--- config.mk ---
export PLATFORM = sky130hd
export DESIGN_NAME = ah_credit_tx_flat
export DESIGN_NICKNAME = d
export VERILOG_FILES = /design/src/rtl/ah_credit_tx_pkg.sv /design/src/rtl/ah_credit_tx_if.sv /design/src/rtl/ah_credit_tx_stage.sv /design/src/rtl/ah_credit_tx.sv /design/src/flat_wrapper.sv
export SDC_FILE = /design/constraint.sdc
export NUM_CORES = 1
export LEC_CHECK = 0
export BUFFER_PORTS_ARGS = -buffer_cell sky130_fd_sc_hd__buf_2
export CAP_MARGIN = 20
export CELL_PAD_IN_SITES_DETAIL_PLACEMENT = 1
export CELL_PAD_IN_SITES_GLOBAL_PLACEMENT = 2
export CORE_UTILIZATION = 34
export DETAILED_ROUTE_END_ITERATION = 16
export HOLD_SLACK_MARGIN = 0.08
export PLACE_DENSITY_LB_ADDON = 0.08
export SETUP_SLACK_MARGIN = 0.2
export SYNTH_ARGS = -nofsm -noshare
export SYNTH_HDL_FRONTEND = slang
export SYNTH_SLANG_ARGS = --single-unit
export TNS_END_PERCENT = 50
--- constraint.sdc ---
create_clock -name clk -period 4 [get_ports clk]
set_clock_uncertainty 0.2 [all_clocks]
set_input_delay 0.6 -clock clk [delete_from_list [all_inputs] [get_ports clk]]
set_output_delay 0.6 -clock clk [all_outputs]
set_load 0.005 [all_outputs]
--- src/rtl/ah_credit_tx_pkg.sv ---
// ---------------------------------------------------------------------------
// ah_credit_pkg
// Shared types and helpers for the ah_credit_tx block.
//   state_e  : FSM state of the transmitter (ST_INIT, ST_RUN)
//   credit_w : width needed to hold a credit count of 0..credits
// ---------------------------------------------------------------------------
package ah_credit_pkg;

    typedef enum logic [0:0] {
        ST_INIT = 1'b0,
        ST_RUN  = 1'b1
    } state_e;

    function automatic int credit_w(input int credits);
        return $clog2(credits + 1);
    endfunction

endpackage

--- src/rtl/ah_credit_tx_if.sv ---
// ---------------------------------------------------------------------------
// ah_credit_tx_if
// Groups the upstream valid/ready stream and the downstream credit link.
//   in_data/in_valid/in_ready : upstream stream. A word moves on a clock edge
//                               where in_valid && in_ready are both high;
//                               in_valid may be raised regardless of in_ready.
//   tx_data/tx_valid          : one-cycle pulse per word sent to the receiver
//   tx_credit                 : one-cycle pulse per credit returned
// Modports:
//   master : the credit transmitter (drives in_ready and the tx side)
//   slave  : the environment (upstream source plus credit-return receiver)
// ---------------------------------------------------------------------------
interface ah_credit_tx_if #(
    parameter int DATA_W = 8
) ();
    logic [DATA_W-1:0] in_data;
    logic              in_valid;
    logic              in_ready;
    logic [DATA_W-1:0] tx_data;
    logic              tx_valid;
    logic              tx_credit;

    modport master (
        input  in_data, in_valid, tx_credit,
        output in_ready, tx_data, tx_valid
    );

    modport slave (
        output in_data, in_valid, tx_credit,
        input  in_ready, tx_data, tx_valid
    );
endinterface

--- src/rtl/ah_credit_tx_stage.sv ---
// ---------------------------------------------------------------------------
// ah_credit_tx_stage
// Small staging FIFO with per-entry occupancy bits, DEPTH entries (power of 2).
// The caller guarantees push only when count < DEPTH and pop only when
// count > 0; pointers wrap naturally because DEPTH is a power of two.
// Ports:
//   clk, rstn     : clock, async active-low reset (empties the FIFO)
//   push_i        : enqueue push_data_i this edge
//   push_data_i   : data to enqueue
//   pop_i         : drop the head entry this edge
//   head_o        : current head entry
//   count_o       : number of occupied entries
//   entries_o     : all storage entries (for snoop compare)
//   occ_o         : per-entry occupancy
// ---------------------------------------------------------------------------
module ah_credit_tx_stage #(
    parameter int DATA_W = 8,
    parameter int DEPTH  = 2
) (
    input  logic                          clk,
    input  logic                          rstn,
    input  logic                          push_i,
    input  logic [DATA_W-1:0]             push_data_i,
    input  logic                          pop_i,
    output logic [DATA_W-1:0]             head_o,
    output logic [$clog2(DEPTH+1)-1:0]    count_o,
    output logic [DEPTH-1:0][DATA_W-1:0]  entries_o,
    output logic [DEPTH-1:0]              occ_o
);
    localparam int PW   = $clog2(DEPTH);
    localparam int CNTW = $clog2(DEPTH + 1);

    logic [DEPTH-1:0][DATA_W-1:0] mem_q;
    logic [DEPTH-1:0]             occ_q;
    logic [PW-1:0]                wr_q;
    logic [PW-1:0]                rd_q;
    logic [CNTW-1:0]              count_q;

    always_ff @(posedge clk or negedge rstn) begin
        if (!rstn) begin
            mem_q   <= '0;
            occ_q   <= '0;
            wr_q    <= '0;
            rd_q    <= '0;
            count_q <= '0;
        end else begin
            // Push and pop never target the same slot: push needs a free
            // slot and pop needs an occupied one.
            if (push_i) begin
                mem_q[wr_q] <= push_data_i;
                occ_q[wr_q] <= 1'b1;
                wr_q        <= wr_q + PW'(1);
            end
            if (pop_i) begin
                occ_q[rd_q] <= 1'b0;
                rd_q        <= rd_q + PW'(1);
            end
            case ({push_i, pop_i})
                2'b10:   count_q <= count_q + CNTW'(1);
                2'b01:   count_q <= count_q - CNTW'(1);
                default: count_q <= count_q;
            endcase
        end
    end

    assign head_o    = mem_q[rd_q];
    assign count_o   = count_q;
    assign entries_o = mem_q;
    assign occ_o     = occ_q;

endmodule

--- src/rtl/ah_credit_tx.sv ---
// ---------------------------------------------------------------------------
// ah_credit_tx
// Credit-based transmitter. Stages upstream words in a small FIFO and sends
// each as a one-cycle tx_valid pulse only while a receiver credit is held.
// Optional feature macro: AH_CREDIT_TX_SNOOP_EN (staged-entry snoop compare).
// Ports:
//   clk, rstn     : clock, async active-low reset
//   bus           : ah_credit_tx_if.master (in_* stream, tx_* and tx_credit)
//   credit_avail  : credits currently held
//   idle          : RUN, staging empty and all credits held
//   err_ovf       : sticky, credit returned while already holding CREDITS
//   snoop_data    : snoop compare value
//   snoop_valid   : snoop request
//   snoop_match   : some occupied staged entry equals snoop_data
//   dbg_state     : current FSM state
// ---------------------------------------------------------------------------
module ah_credit_tx
    import ah_credit_pkg::*;
#(
    parameter int DATA_W     = 8,
    parameter int CREDITS    = 16,
    parameter int SKID_DEPTH = 2
) (
    input  logic                           clk,
    input  logic                           rstn,
    ah_credit_tx_if.master                 bus,
    output logic [credit_w(CREDITS)-1:0]   credit_avail,
    output logic                           idle,
    output logic                           err_ovf,
    input  logic [DATA_W-1:0]              snoop_data,
    input  logic                           snoop_valid,
    output logic                           snoop_match,
    output state_e                         dbg_state
);
    localparam int CW   = credit_w(CREDITS);
    localparam int CNTW = $clog2(SKID_DEPTH + 1);
    localparam logic [CW-1:0]   CRED_MAX = CW'(CREDITS);
    localparam logic [CNTW-1:0] CNT_MAX  = CNTW'(SKID_DEPTH);

    state_e                            state_q;
    logic [CW-1:0]                     cred_q, cred_d;
    logic                              err_q, err_d;
    logic                              tx_valid_q;
    logic [DATA_W-1:0]                 tx_data_q;

    logic [DATA_W-1:0]                 stage_head;
    logic [CNTW-1:0]                   stage_count;
    logic [SKID_DEPTH-1:0][DATA_W-1:0] stage_entries;
    logic [SKID_DEPTH-1:0]             stage_occ;

    logic run, accept, send;

    assign run          = (state_q == ST_RUN);
    // No pop look-ahead: a full stage refuses input even on a send edge.
    assign bus.in_ready = run && (stage_count < CNT_MAX);
    assign accept       = bus.in_valid && bus.in_ready;
    assign send         = run && (stage_count != '0) && (cred_q != '0);

    ah_credit_tx_stage #(
        .DATA_W (DATA_W),
        .DEPTH  (SKID_DEPTH)
    ) u_stage (
        .clk         (clk),
        .rstn        (rstn),
        .push_i      (accept),
        .push_data_i (bus.in_data),
        .pop_i       (send),
        .head_o      (stage_head),
        .count_o     (stage_count),
        .entries_o   (stage_entries),
        .occ_o       (stage_occ)
    );

    // Credit bookkeeping in RUN: a send and a return on the same edge cancel;
    // a return while already full saturates and raises the sticky error.
    always_comb begin
        cred_d = cred_q;
        err_d  = err_q;
        case ({send, bus.tx_credit})
            2'b10: cred_d = cred_q - CW'(1);
            2'b01: begin
                if (cred_q == CRED_MAX) begin
                    err_d = 1'b1;
                end else begin
                    cred_d = cred_q + CW'(1);
                end
            end
            default: cred_d = cred_q;
        endcase
    end

    always_ff @(posedge clk or negedge rstn) begin
        if (!rstn) begin
            state_q    <= ST_INIT;
            cred_q     <= '0;
            err_q      <= 1'b0;
            tx_valid_q <= 1'b0;
            tx_data_q  <= '0;
        end else begin
            case (state_q)
                ST_INIT: begin
                    state_q <= ST_RUN;
                    cred_q  <= CRED_MAX;
                end
                ST_RUN: begin
                    cred_q <= cred_d;
                    err_q  <= err_d;
                end
                default: state_q <= ST_INIT;
            endcase
            tx_valid_q <= send;
            if (send) begin
                tx_data_q <= stage_head;
            end
        end
    end

    assign bus.tx_valid = tx_valid_q;
    assign bus.tx_data  = tx_data_q;
    assign credit_avail = cred_q;
    assign err_ovf      = err_q;
    assign idle         = run && (stage_count == '0) && (cred_q == CRED_MAX);
    assign dbg_state    = state_q;

`ifdef AH_CREDIT_TX_SNOOP_EN
    // Same-cycle compare against every occupied entry; free slots never match.
    logic any_hit;
    always_comb begin
        any_hit = 1'b0;
        for (int i = 0; i < SKID_DEPTH; i++) begin
            if (stage_occ[i] && (stage_entries[i] == snoop_data)) begin
                any_hit = 1'b1;
            end
        end
    end
    assign snoop_match = snoop_valid && any_hit;
`else
    // Snoop ports stay for a stable footprint; nothing is compared.
    logic unused_snoop;
    assign unused_snoop = ^{snoop_data, snoop_valid, stage_entries, stage_occ};
    assign snoop_match  = 1'b0;
`endif

endmodule

--- src/flat_wrapper.sv ---
// flat-port wrapper written by rule: the top's interface ports become plain ports
module ah_credit_tx_flat import ah_credit_pkg::*;
#(
    parameter int DATA_W     = 8,
    parameter int CREDITS    = 16,
    parameter int SKID_DEPTH = 2
)
  (clk, rstn, credit_avail, idle, err_ovf, snoop_data, snoop_valid, snoop_match, dbg_state, bus_in_data, bus_in_valid, bus_tx_credit, bus_in_ready, bus_tx_data, bus_tx_valid);
  ah_credit_tx_if #(.DATA_W(DATA_W)) bus_i ();
  input  logic clk;
  input  logic rstn;
  output logic [credit_w(CREDITS)-1:0] credit_avail;
  output logic idle;
  output logic err_ovf;
  input  logic [DATA_W-1:0] snoop_data;
  input  logic snoop_valid;
  output logic snoop_match;
  output state_e dbg_state;
  input wire logic [$bits(bus_i.in_data)-1:0] bus_in_data;
  input wire logic [$bits(bus_i.in_valid)-1:0] bus_in_valid;
  input wire logic [$bits(bus_i.tx_credit)-1:0] bus_tx_credit;
  output wire logic [$bits(bus_i.in_ready)-1:0] bus_in_ready;
  output wire logic [$bits(bus_i.tx_data)-1:0] bus_tx_data;
  output wire logic [$bits(bus_i.tx_valid)-1:0] bus_tx_valid;
  assign bus_i.in_data = bus_in_data;
  assign bus_i.in_valid = bus_in_valid;
  assign bus_i.tx_credit = bus_tx_credit;
  assign bus_in_ready = bus_i.in_ready;
  assign bus_tx_data = bus_i.tx_data;
  assign bus_tx_valid = bus_i.tx_valid;
  ah_credit_tx #(.DATA_W(DATA_W), .CREDITS(CREDITS), .SKID_DEPTH(SKID_DEPTH)) u_core (.clk(clk), .rstn(rstn), .bus(bus_i), .credit_avail(credit_avail), .idle(idle), .err_ovf(err_ovf), .snoop_data(snoop_data), .snoop_valid(snoop_valid), .snoop_match(snoop_match), .dbg_state(dbg_state));
endmodule
-- Word-level counts from Yosys, hierarchy flattened
Index checks and enable logic that the tools add are counted.
- word-level logic and storage cells: 50
- flip-flop bits (word level): 36
- output and inout bits: 19
- bits of input ports: 21
- bitwise operators: 1
- multiplexer cells: 9
- $lt $le $gt $ge: 4
- eq/ne operators: 7
- $add $sub $neg: 6
- reductions and logical operators: 13
- operator list (kind ; count):
    8-bit two-way mux ; 3
    5-bit one-hot mux with 2 select lines ; 2
    16-bit bitwise mux ; 1
    8-bit demux with 1-bit select ; 1
    1-bit logical AND ; 7
    3-bit != test (second input constant) ; 2
    5-bit by 1-bit adder with 5-bit output (second input constant) ; 1
    5-bit equality test (second input constant) ; 1
    5-bit two-way mux ; 1
    5-bit nonzero test ; 1
    5-bit by 1-bit subtractor with 5-bit output (second input constant) ; 1
    2-bit by 1-bit equality test with 1-bit output (second input constant) ; 2
    2-bit equality test (second input constant) ; 2
    1-bit by 2-bit less-than comparator with 1-bit output (second input constant) ; 2
    2-bit one-hot mux with 2 select lines ; 1
    2-bit nonzero test ; 2
    3-bit AND reduction ; 1
    1-bit adder (second input constant) ; 2
    2-bit by 1-bit adder with 2-bit output (second input constant) ; 1
    2-bit zero test ; 1
    2-bit less-than comparator (second input constant) ; 1
    2-bit AND reduction ; 1
    2-bit by 1-bit subtractor with 2-bit output (second input constant) ; 1
    1-bit >= comparator (second input constant) ; 1
    1-bit inverter ; 1

-- Depth between registers and ports, before layout
- depth after elaboration: 6
- gate-level depth with buffers: 10
- mapped depth without buffers: 9

-- By module
Synthesis repeated with hierarchy kept, for this count alone.
- cell total of the unflattened synthesis: 135
- area, all modules: 1785.5 um^2
- by module, submodules not included (module ; area an instance (um^2) ; cells an instance ; instances):
    ah_credit_tx_stage ; 943.4 ; 63 ; 1
    ah_credit_tx ; 842.1 ; 72 ; 1

-- Worst setup path after synthesis
No wires, ideal clock.
- path kind: flip-flop to flip-flop
- from: register u_core.cred_q[1] (netlist: u_core.credit_avail[1])
- to: register u_core.cred_q[4] (netlist: u_core.credit_avail[4])
- slack: 0.766 ns
- data arrival time: 2.924 ns
- required time: 3.690 ns
- cell stages (with the launch flop): 11
- setup time: 0.110 ns
- clock period less this slack: 3.234 ns
- path through: dfrtp_1 or4_4 o221ai_4 buf_6 ha_1 inv_1 fa_1 a21o_1 a21oi_1 nor3_1 o41ai_1
- longest elaborated chain between the ends: 5
- elaborated cells between the ends (all ways): 13
- those cells by class: add/sub (2); eq/ne (5); mux (3); reduce/logical (3)
- RTL lines (what ; line ; RTL):
    start, declared ; ah_credit_tx.sv:41 ; logic [CW-1:0] cred_q, cred_d;
    start signal, assigned ; ah_credit_tx.sv:106 ; cred_q <= cred_d;
    parallel branches: the longest is 5 deep, another holds 5-bit by 1-bit adder with 5-bit output ; n/a ;
Several ways; the timed one is not identified. The select of a mux whose other input is x is not followed.
A chain may end at the register's enable or synchronous reset.

-- Final worst setup path
Ends and elaborated chain as after synthesis.

==> impl_metrics.xml <==
<?xml version="1.0" encoding="UTF-8"?>
<metrics>
  <group name="status">
    <metric name="outcome" unit="">complete, no violations</metric>
  </group>
  <group name="floorplan">
    <metric name="design.core.area" unit="um2">4720</metric>
    <metric name="die-width" unit="um">72.1</metric>
    <metric name="placementRows" unit="">25</metric>
    <metric name="dieHeight" unit="um">72.1</metric>
    <metric name="boundaryPins" unit="">40</metric>
    <metric name="fp.dieArea" unit="um2">5190</metric>
    <metric name="initial_core_util" unit="">0.353</metric>
  </group>
  <group name="synth">
    <metric name="ys_seq_area_frac" unit="">0.540</metric>
    <metric name="synth.avg_cell_area" unit="um2">12.5</metric>
    <metric name="syn-instance-count" unit="">133</metric>
    <metric name="synth_seq_cells" unit="">36</metric>
    <metric name="syn-num-nets" unit="">161</metric>
    <metric name="synthDistinctLibCells" unit="">35</metric>
    <metric name="syn_area" unit="um2">1670</metric>
    <metric name="yosysWarnings" unit="">0</metric>
  </group>
  <group name="critical_path">
    <metric name="setup.worst_path.start_class" unit="">register</metric>
    <metric name="critical-path-top-delay-family" unit="">simple AND/OR/NAND/NOR gates</metric>
    <metric name="critical_path_required" unit="ns">3.94</metric>
    <metric name="timing.critical_path.buf_inv" unit="">1</metric>
    <metric name="crit_path_cell_trace" unit="">or4_4 -&gt; o221ai_4 -&gt; ha_1 -&gt; inv_1 -&gt; fa_1 -&gt; a21o_1 -&gt; a21oi_1 -&gt; nor3b_1 -&gt; o41ai_1</metric>
    <metric name="timing.critical_path.fanout_max" unit="">6</metric>
    <metric name="critical_path.max_stage_delay" unit="ns">0.59</metric>
    <metric name="crit_arrival" unit="ns">3.26</metric>
    <metric name="timing.critical_path.to_type" unit="">register</metric>
    <metric name="crit_slowest_cell" unit="">sky130_fd_sc_hd__or4_4</metric>
    <metric name="criticalPathCategory" unit="">register to register</metric>
  </group>
  <group name="sta">
    <metric name="timing_max_transition_violations_final" unit="">0</metric>
    <metric name="final-hold-violation-count" unit="">0</metric>
    <metric name="timing.final.setup_violations" unit="">0</metric>
    <metric name="achievable-frequency" unit="GHz">0.301</metric>
    <metric name="post-route-min-period" unit="ns">3.32</metric>
    <metric name="timing.final.ws_setup" unit="ns">0.679</metric>
    <metric name="setup_repair_after_global_routing_missed_its_margin" unit="">false</metric>
    <metric name="tns" unit="ns">0</metric>
    <metric name="slew_worst_pin" unit="ns">0.801</metric>
    <metric name="slew_headroom" unit="">0.466</metric>
    <metric name="post-route-period-util" unit="">0.830</metric>
  </group>
  <group name="run">
    <metric name="drv_cap" unit="">0</metric>
  </group>
  <group name="clock_network">
    <metric name="ctsLongestPathBuffers" unit="">2</metric>
    <metric name="clock_insertion_delay_worst_skew" unit="ns">0.28</metric>
    <metric name="htreeDepth" unit="">2</metric>
    <metric name="cts_num_sinks" unit="">36</metric>
    <metric name="cts-resized-gates" unit="">0</metric>
    <metric name="clock_tree_from_tritoncts" unit="">built</metric>
    <metric name="cts.reportedPaths.clkPinSlew" unit="ns">0.07</metric>
    <metric name="cts_buffers" unit="">5</metric>
    <metric name="cts_setup_buffers" unit="">0</metric>
    <metric name="holdBufCountCts" unit="">0</metric>
    <metric name="cts-root-buf" unit="">sky130_fd_sc_hd__clkbuf_8</metric>
  </group>
  <group name="global_route">
    <metric name="grt_max_degree" unit="">37</metric>
    <metric name="grt_pass1_wl" unit="um">5690</metric>
    <metric name="grt_pass1_vias" unit="">1154</metric>
    <metric name="grt_use_total" unit="">0.146</metric>
    <metric name="antenna_found_initial" unit="">0</metric>
    <metric name="grt_overflow_total" unit="">0</metric>
  </group>
  <group name="place">
    <metric name="placed_area" unit="um2">1870</metric>
    <metric name="port_buffers" unit="">29</metric>
    <metric name="dpl_worst_slack" unit="ns">0.681</metric>
    <metric name="detailed_place_hpwl" unit="um">2380</metric>
    <metric name="gpl.final_weighted_congestion" unit="">0.698</metric>
  </group>
  <group name="detailed_routing">
    <metric name="drt_pass1_iterations" unit="">3</metric>
    <metric name="wl_per_cell" unit="um">14.3</metric>
    <metric name="dr.first_iter.drc_count" unit="">66</metric>
    <metric name="final_antenna_net_count" unit="">0</metric>
    <metric name="drc" unit="">0</metric>
    <metric name="avgViaCountPerCell" unit="">4.74</metric>
    <metric name="wirelength_routed" unit="um">3320</metric>
    <metric name="num_vias" unit="">1105</metric>
  </group>
  <group name="final_layout">
    <metric name="antenna-diode-count" unit="">0</metric>
    <metric name="area_delta_synth_final" unit="%">18.7</metric>
    <metric name="finalNetCount" unit="">193</metric>
    <metric name="nFillCells" unit="">517</metric>
    <metric name="fin_area" unit="um2">1980</metric>
    <metric name="fraction_of_layout_instances_using_a_drive_strength_above_1" unit="">0.337</metric>
  </group>
  <group name="worst_hold_path">
    <metric name="min_path_type" unit="">primary input to async pin</metric>
  </group>
  <group name="pwr">
    <metric name="vdd.ir_drop.worst" unit="V">0.000267</metric>
    <metric name="p_leak" unit="nW">0.942</metric>
    <metric name="powerDensity" unit="nW/um2">818</metric>
  </group>
</metrics>
path summary, 6_finish.rpt:
check                      slack [ns]                   start  cells past startpoint                     endpoint
max                              0.68  u_core.credit_avail[1]                      9       u_core.credit_avail[4]
min                              0.20                    rstn                      1       u_core.credit_avail[4]
max reg2reg                      0.68  u_core.credit_avail[1]                      9       u_core.credit_avail[4]
min reg2reg                      0.28   u_core.bus.tx_data[4]                      2        u_core.bus.tx_data[4]
max in group asynchronous        2.89                    rstn                      1  u_core.u_stage.entries_o[9]
min in group clk                 0.28   u_core.bus.tx_data[4]                      2        u_core.bus.tx_data[4]
placed cells by master, fill, tap and decap left out, types with 2 or more instances in the layout:
cell type	count
sky130_fd_sc_hd__xnor2_1	6
sky130_fd_sc_hd__dfrtp_1	36
sky130_fd_sc_hd__clkbuf_8	5
sky130_fd_sc_hd__mux2_2	16
sky130_fd_sc_hd__a21oi_1	2
sky130_fd_sc_hd__nor2_1	2
sky130_fd_sc_hd__nand2_1	15
sky130_fd_sc_hd__nand3_1	3
sky130_fd_sc_hd__ha_1	6
sky130_fd_sc_hd__buf_2	29
sky130_fd_sc_hd__o21ai_0	9
sky130_fd_sc_hd__mux2i_1	9
sky130_fd_sc_hd__conb_1	2
sky130_fd_sc_hd__inv_1	2
sky130_fd_sc_hd__xor2_1	2
cell type report:
| class | count | area (um2) | share of cell area |
|---|---|---|---|
| Multi-Input combinational cell | 90 | 728 | 0.368 |
| Inverter | 2 | 7.51 | 0.00379 |
| Timing Repair Buffer | 30 | 153 | 0.0771 |
| Clock buffer | 6 | 72.6 | 0.0366 |
| Tap cell | 67 | 83.8 | 0.0423 |
| Sequential cell | 36 | 901 | 0.455 |
| Clock inverter | 2 | 35.0 | 0.0177 |
routing by layer:
metal	wire, um	vias to the layer above	GRT usage
li1	-	525	-
met1	1570	555	0.191
met2	1590	23	0.228
met3	138	2	0.0472
met4	25	0	0.0523
met5	0	-	0
cell families after synthesis:
group	share of synthesized area
AO/OA/AOI/OAI	0.0787
XOR/XNOR	0.0420
adder cells (fa/ha/maj)	0.0570
buffers and inverters	0.0240
flip-flops	0.540
multiplexers	0.162
other	0.00450
AND/OR/NAND/NOR	0.0922
cell usage after synthesis, drive strengths merged:
library cell	number	area, um2
mux2	16	180
conb	2	7.51
nor2	3	13.8
fa	1	20.0
a21o	1	7.51
o211a	1	10.0
nor3	1	5.00
a21oi	2	10.0
or4	1	11.3
nand4b	1	8.76
mux2i	9	90.1
a41o	1	10.0
nand3	3	15.0
ha	6	75.1
nor2b	1	6.26
xor2	2	17.5
and2b	1	7.51
a21boi	1	7.51
o21ai	9	45.0
nor3b	1	7.51
nand2	15	56.3
nor4	1	6.26
inv	2	7.51
xnor2	6	52.6
o221ai	1	26.3
a31oi	1	6.26
buf	5	32.5
and2	1	6.26
and4b	1	10.0
dfrtp	36	901
o41ai	1	8.76
flip-flops by register name, summed over array words and instances, names as in the netlist:
name,count
u_core.bus.tx_data,8
u_core.bus.tx_valid,1
u_core.credit_avail,5
u_core.dbg_state,1
u_core.err_ovf,1
u_core.u_stage.count_o,2
u_core.u_stage.entries_o,16
u_core.u_stage.rd_q,1
u_core.u_stage.wr_q,1
stage by stage:
step / hold WS, ns / total power (W) / std cells / util
final: 0.203 / 0.00162 / 233 / 0.419
after global routing: 0.260 / 0.00178 / 233 / 0.419
after CTS: 0.227 / 0.00165 / 233 / 0.419
after detailed placement: 0.263 / 0.00133 / 225 / 0.397
after global placement: 0.255 / 0.00129 / 225 / 0.397
after floorplan: 0.104 / 0.00113 / 133 / -
report_power, final:
group | total (W) | internal [W] | switching, W
logic | 0.000619 | 0.000337 | 0.000282
clock network | 0.000307 | 0.000185 | 0.000123
registers | 0.000694 | 0.000538 | 0.000156
(Power assumes the default switching activity.)
